`src/rtl/fetch_stage_if.sv`:
```
// Instruction-memory read bus between the fetch stage (master) and the
// combinational instruction memory (slave).
interface fetch_stage_if #(
    parameter int ADDR_W = 8,
    parameter int DATA_W = 8
);
    logic [ADDR_W-1:0] imem_addr;
    logic [DATA_W-1:0] imem_data;

    modport master (output imem_addr, input  imem_data);
    modport slave  (input  imem_addr, output imem_data);
endinterface

```
`src/rtl/fetch_stage.sv`:
```
// Instruction-fetch stage: owns the PC, handles boot/interrupt vectoring,
// assembles one- and two-byte instructions and loads the IF/ID register.
module fetch_stage #(
    parameter int         ADDR_W  = 8,
    parameter int         DATA_W  = 8,
    parameter logic [3:0] IMM_OPC = 4'hC
) (
    input  logic              clk,
    input  logic              rst_n,
    fetch_stage_if.master     imem,
    input  logic              pc_en,
    input  logic              if_id_en,
    input  logic              flush,
    input  logic              br_taken,
    input  logic [ADDR_W-1:0] br_target,
    input  logic              intr,
    output logic [DATA_W-1:0] if_id_instr,
    output logic [DATA_W-1:0] if_id_imm,
    output logic [ADDR_W-1:0] if_id_pc1,
    output logic              if_id_valid,
    output logic              int_ack,
    output logic [ADDR_W-1:0] int_ret_pc
);
    typedef enum logic [1:0] {
        ST_BOOT,
        ST_RUN,
        ST_IMM,
        ST_INTR
    } state_e;

    typedef struct packed {
        logic [DATA_W-1:0] instr;
        logic [DATA_W-1:0] imm;
        logic [ADDR_W-1:0] pc1;
        logic              valid;
    } if_id_t;

    localparam logic [ADDR_W-1:0] BOOT_VEC = '0;
    localparam logic [ADDR_W-1:0] INTR_VEC = ADDR_W'(1);

    state_e            state_q, state_d;
    logic [ADDR_W-1:0] pc_q, pc_d;
    logic [DATA_W-1:0] hold_q, hold_d;
    logic              pend_q, pend_d;
    logic              int_ack_q, int_ack_d;
    logic [ADDR_W-1:0] int_ret_pc_q, int_ret_pc_d;
    if_id_t            if_id_q, if_id_d;
    if_id_t            fetched;
    logic [ADDR_W-1:0] pc_inc;
    logic              is_imm_opc;

    // PC arithmetic wraps naturally at 2^ADDR_W.
    assign pc_inc     = pc_q + INTR_VEC;
    assign is_imm_opc = (imem.imem_data[7:4] == IMM_OPC);

    always_comb begin
        case (state_q)
            ST_BOOT: imem.imem_addr = BOOT_VEC;
            ST_INTR: imem.imem_addr = INTR_VEC;
            default: imem.imem_addr = pc_q;
        endcase
    end

    always_comb begin
        // NOTE: every signal gets a default before any branch, otherwise
        // paths that skip an assignment would infer latches.
        state_d      = state_q;
        pc_d         = pc_q;
        hold_d       = hold_q;
        pend_d       = pend_q | intr;
        int_ack_d    = 1'b0;
        int_ret_pc_d = int_ret_pc_q;
        fetched      = '0;

        if (br_taken) begin
            pc_d    = br_target;
            state_d = ST_RUN;
            hold_d  = '0;
        end else begin
            case (state_q)
                ST_BOOT: begin
                    pc_d    = ADDR_W'(imem.imem_data);
                    state_d = ST_RUN;
                end
                ST_RUN: if (pc_en) begin
                    if (pend_q || intr) begin
                        // Interrupts are only taken between whole instructions.
                        state_d      = ST_INTR;
                        int_ack_d    = 1'b1;
                        int_ret_pc_d = pc_q;
                        pend_d       = 1'b0;
                    end else if (is_imm_opc) begin
                        hold_d  = imem.imem_data;
                        pc_d    = pc_inc;
                        state_d = ST_IMM;
                    end else begin
                        fetched = '{instr: imem.imem_data, imm: '0, pc1: pc_inc, valid: 1'b1};
                        pc_d    = pc_inc;
                    end
                end
                ST_IMM: if (pc_en) begin
                    fetched = '{instr: hold_q, imm: imem.imem_data, pc1: pc_inc, valid: 1'b1};
                    pc_d    = pc_inc;
                    state_d = ST_RUN;
                end
                ST_INTR: if (pc_en) begin
                    pc_d    = ADDR_W'(imem.imem_data);
                    state_d = ST_RUN;
                end
                default: state_d = ST_BOOT;
            endcase
        end

        if (flush)         if_id_d = '0;
        else if (if_id_en) if_id_d = fetched;
        else               if_id_d = if_id_q;
    end

    // NOTE: sequential state uses non-blocking assignments so every flop
    // samples its _d value from before the edge.
    always_ff @(posedge clk or negedge rst_n) begin
        if (!rst_n) begin
            state_q      <= ST_BOOT;
            pc_q         <= '0;
            hold_q       <= '0;
            pend_q       <= 1'b0;
            int_ack_q    <= 1'b0;
            int_ret_pc_q <= '0;
            if_id_q      <= '0;
        end else begin
            state_q      <= state_d;
            pc_q         <= pc_d;
            hold_q       <= hold_d;
            pend_q       <= pend_d;
            int_ack_q    <= int_ack_d;
            int_ret_pc_q <= int_ret_pc_d;
            if_id_q      <= if_id_d;
        end
    end

    assign if_id_instr = if_id_q.instr;
    assign if_id_imm   = if_id_q.imm;
    assign if_id_pc1   = if_id_q.pc1;
    assign if_id_valid = if_id_q.valid;
    assign int_ack     = int_ack_q;
    assign int_ret_pc  = int_ret_pc_q;
endmodule

```
`src/flat_wrapper.sv`:
```
// flat-port wrapper written by rule: the top's interface ports become plain ports
module fetch_stage_flat 
#(
    parameter int         ADDR_W  = 8,
    parameter int         DATA_W  = 8,
    parameter logic [3:0] IMM_OPC = 4'hC
)
  (clk, rst_n, pc_en, if_id_en, flush, br_taken, br_target, intr, if_id_instr, if_id_imm, if_id_pc1, if_id_valid, int_ack, int_ret_pc, imem_imem_addr, imem_imem_data);
  fetch_stage_if #(.ADDR_W(ADDR_W), .DATA_W(DATA_W)) imem_i ();
  input  logic clk;
  input  logic rst_n;
  input  logic pc_en;
  input  logic if_id_en;
  input  logic flush;
  input  logic br_taken;
  input  logic [ADDR_W-1:0] br_target;
  input  logic intr;
  output logic [DATA_W-1:0] if_id_instr;
  output logic [DATA_W-1:0] if_id_imm;
  output logic [ADDR_W-1:0] if_id_pc1;
  output logic if_id_valid;
  output logic int_ack;
  output logic [ADDR_W-1:0] int_ret_pc;
  output wire logic [$bits(imem_i.imem_addr)-1:0] imem_imem_addr;
  input wire logic [$bits(imem_i.imem_data)-1:0] imem_imem_data;
  assign imem_imem_addr = imem_i.imem_addr;
  assign imem_i.imem_data = imem_imem_data;
  fetch_stage #(.ADDR_W(ADDR_W), .DATA_W(DATA_W), .IMM_OPC(IMM_OPC)) u_core (.clk(clk), .rst_n(rst_n), .imem(imem_i), .pc_en(pc_en), .if_id_en(if_id_en), .flush(flush), .br_taken(br_taken), .br_target(br_target), .intr(intr), .if_id_instr(if_id_instr), .if_id_imm(if_id_imm), .if_id_pc1(if_id_pc1), .if_id_valid(if_id_valid), .int_ack(int_ack), .int_ret_pc(int_ret_pc));
endmodule
```
`config.mk`:
```
export PLATFORM = sky130hd
export DESIGN_NAME = fetch_stage_flat
export DESIGN_NICKNAME = d
export VERILOG_FILES = /design/src/rtl/fetch_stage_if.sv /design/src/rtl/fetch_stage.sv /design/src/flat_wrapper.sv
export SDC_FILE = /design/constraint.sdc
export NUM_CORES = 1
export LEC_CHECK = 0
export BUFFER_PORTS_ARGS = -buffer_cell sky130_fd_sc_hd__buf_2
export CORE_ASPECT_RATIO = 0.9
export CORE_MARGIN = 5
export CORE_UTILIZATION = 30
export CTS_BUF_LIST = sky130_fd_sc_hd__clkbuf_4 sky130_fd_sc_hd__clkbuf_8 sky130_fd_sc_hd__clkbuf_16
export CTS_CLUSTER_SIZE = 20
export DETAILED_ROUTE_END_ITERATION = 7
export SYNTH_ARGS = -nofsm -noshare
export SYNTH_HDL_FRONTEND = slang
export SYNTH_SLANG_ARGS = --single-unit
```
`constraint.sdc`:
```
create_clock -name clk -period 2 [get_ports clk]
set_input_delay 0.3 -clock clk [delete_from_list [all_inputs] [get_ports clk]]
set_output_delay 0.3 -clock clk [all_outputs]
set_load 0.01 [all_outputs]
```
==> out/qor.csv <==
metric,value,unit
timing.final.crit_share,93.8,%
place_congestion,0.800,
fin_ws,124,ps
timing.hold.worst_path_depth,3,
tritoncts_num_sinks,53,
die-area,10300,µm²
timing.slew.headroom,69.1,%
synth.area.top_cells,"dfrtp_1 53%, nand2_1 3.7%, mux2_1 3.6%",
holdCritPathClass,primary input to register,
synthSimpleGateAreaFrac,14.8,%
synth_commonest_cells,"53 x dfrtp_1, 25 x nand2_1, 14 x o21ai_1, 11 x nor2b_1",
rr_startpoint,u_core.state_q[1],
final_period_minus_worst_setup_slack,1880,ps
vias_in_the_first_global_route,2131,
placement.setup.worst_slack,75.0,ps
route.detailed.drc,0,
postPlaceCellArea,2990,µm²
dieHeight,96.9,µm
unrepaired_setup_endpoints_after_global_routing,no,
combPwrFrac,30.8,%
dr.pass1.iters,4,
nNetsFinal,332,
status,completed,
worst_path_largest_cell_delay,400,ps
die_width,107,µm
core.rowCount,31,
async_reset_ff_share,100,%
postSynthNetCount,261,
port_buffers,64,
yosys.area_share.adder,1.99,%
net_switching_power_figure,969,µW
startpoint_types,register,
fillers,798,
synth_xor_area_share,1.74,%
drt_first_iter_violations,92,
power.internal,1.89,mW
antennaDiodeCount,0,
grt.overflow.total,0,
critical_path_arrival,1580,ps
path_class,register to output pin,
worst_hold_path.endpoint,u_core.pc_q[7],
area_share_of_the_largest_cell_type_after_synthesis,52.7,%
grt_max_degree,36,
report.final.hold_viol_count,0,
grt_pass1_wl,11300,µm
r2r_cells,7,
cts_buffer_depth,2,
synth_enable_flop_cells,0,
ff2ff_setup_slack,140,ps
worstPathRequired,1700,ps
synth_ff_type,dfrtp_1,
cts_tree,built,
design.portCount,65,
crit_path_top_delay_cell,dfrtp_1,
avgSynthCellArea,10.8,µm²
initial_antenna_violation_count,0,
worst_r2r_endpoint,u_core.pc_q[3],
crit_path_end_kind,output pin,
synth_area_leader_cell,dfrtp_1,
synthMuxAreaShare,5.56,%
min_delay_src,br_target[7],
ys_types,44,
synth-seq-area-share,52.7,%
ant_nets,0,
maxClockFrequency,533,MHz
power_density,915,nW/µm²
setup_violations,0,
area.growth.synth_to_final,23.9,%
power.static_leakage,1.51,nW
placeableCoreArea,8110,µm²
postLayoutCellArea,3120,µm²
yosysMostFrequentCell,dfrtp_1,
postCtsSetupRepairBufs,0,
path_cells,inv_1 > ha_4 > buf_6 > nand2_1 > o21ai_0 > buf_2,
clkLatencyLatePin,300,ps
clk_pin_slew_worst_setup_hold_paths,90,ps
layout-drive-gt1-share,30.5,%
post-dp-hpwl,5050,µm
htree_num_levels,2,
synthesis.yosys.warnings,0,
drt-vias-per-instance,4.99,
synth_top_family_by_area,compound AO/OA/AOI/OAI gates,
timing_worst_slew_pin_value,463,ps
clockPowerShare,21.8,%
slew_viol_final,0,
start_util,31.1,%
synthesis.area,2520,µm²
worst-path-max-fanout,9,
peakVddDrop,302,µV
clock-skew-final,4.93,ps
detail_route.wirelength,6660,µm
netSwitchingFraction,33.9,%
root_buffer,clkbuf_8,
routed_wire_length_per_instance,16.5,µm
via_count,2017,
cap_violations,0,
synth_compound_gate_area_share,19.0,%
syn_inst,234,
tritoncts.num_buffers,5,
power.share.sequential,47.3,%
setup-tns-final,0,ps
groute.usage.overall,13.4,%
ys_seq_elements,53,
==> worst max path at each step <==
stage | start | endpoint | cells past startpoint
global route | u_core.state_q[1] | u_core.pc_q[3] | 7
floorplan | u_core.state_q[0] | u_core.if_id_pc1[2] | 7
finish | u_core.state_q[0] | imem_imem_addr[0] | 6
detailed placement | u_core.state_q[0] | u_core.pc_q[4] | 6
global placement | u_core.state_q[0] | u_core.pc_q[4] | 6
CTS | u_core.state_q[0] | imem_imem_addr[0] | 6
==> flip-flops by register name (all words and copies together) (netlist names) <==
signal and flops:
u_core.pend_q 1, u_core.hold_q 8, u_core.state_q 2, u_core.if_id_valid 1
u_core.int_ret_pc 8, u_core.if_id_pc1 8, u_core.int_ack 1, u_core.if_id_instr 8
u_core.if_id_imm 8, u_core.pc_q 8
==> power groups by stage <==
stage / clock [mW] / sequential, mW / combinational, mW
after floorplan: 0 / 1.38 / 0.474
after global placement: 0 / 1.36 / 0.863
after detailed placement: 0 / 1.37 / 0.869
after CTS: 0.648 / 1.35 / 0.874
after global routing: 0.691 / 1.38 / 0.977
final: 0.624 / 1.35 / 0.881
==> placed cells by master, fill, tap and decap left out, types with 2 or more instances in the layout <==
master    netlist  final
buf_2           6     64
dfrtp_1        53     53
nand2_1        25     25
o21ai_1        14     14
nor2b_1        11     11
inv_1          10     10
a21oi_1        10     10
buf_4           2     10
nor2_1          9      9
a22oi_1         9      9
o21ai_0         8      8
a22o_1          8      8
mux2_1          8      8
clkbuf_8        0      6
mux2i_1         5      5
nand3_1         5      5
xor2_1          4      4
nor3_1          4      4
a211oi_1        4      4
and3b_1         3      3
ha_1            4      3
nand2b_1        2      2
and2_1          2      2
o31ai_1         2      2
a221o_1         2      2
==> critical path, delay by kind of cell, from the launching register on <==
| kind | cells | cell delay, ps |
|---|---|---|
| compound gates | 1 | 90 |
| fa+ha+maj | 1 | 320 |
| buf+inv | 3 | 400 |
| flops | 1 | 400 |
| simple gates | 1 | 60 |
==> timing repair <==
item	4_1_cts	5_1_grt
endpoints found under the setup margin	1	2
cloned	0	0
hold endpoints to repair	18	0
gates resized for setup	1	4
hold buffers	1	0
==> cell families (layout without fill, tap and decap cells) <==
logic type / Yosys count / after routing
adders and majority gates: 4 / 4
and+or+nand+nor: 70 / 70
xor gates and xnor gates: 5 / 5
buffers and inverters: 23 / 94
muxes: 13 / 13
AOI/OAI and AO/OA: 66 / 66
DFF: 53 / 53
==> routing by layer <==
metal / GRT usage [%] / vias to the layer above / wire, µm / share of wire, %
met4: 2.85 / 0 / 55 / 0.83
met5: 0 / - / 0 / 0
met2: 20.9 / 61 / 3120 / 47
li1: - / 973 / - / -
met1: 18.7 / 977 / 3030 / 46
met3: 3.60 / 6 / 451 / 6.8
==> final cells by class <==
| type | instances | area (µm²) | area share, % |
|---|---|---|---|
| clock buffer | 6 | 82.6 | 2.65 |
| sequential | 53 | 1330 | 42.5 |
| tap | 99 | 124 | 3.97 |
| inverter | 10 | 37.5 | 1.20 |
| timing repair buffer | 77 | 437 | 14.0 |
| multi-input combinational | 158 | 1110 | 35.5 |
| clock inverter | 1 | 7.51 | 0.240 |
==> stage by stage <==
stage | utilization, % | hold slack, ps | std cells | power, mW
5_1_grt | 38.5 | 230 | 404 | 3.04
3_3_place_gp | 36.9 | 289 | 396 | 2.23
4_1_cts | 38.2 | 231 | 404 | 2.87
6_report | 38.5 | 238 | 404 | 2.86
3_5_place_dp | 36.9 | 287 | 396 | 2.24
2_1_floorplan | - | 4.41 | 234 | 1.86
Note: power is estimated with default switching activity, not from simulation.
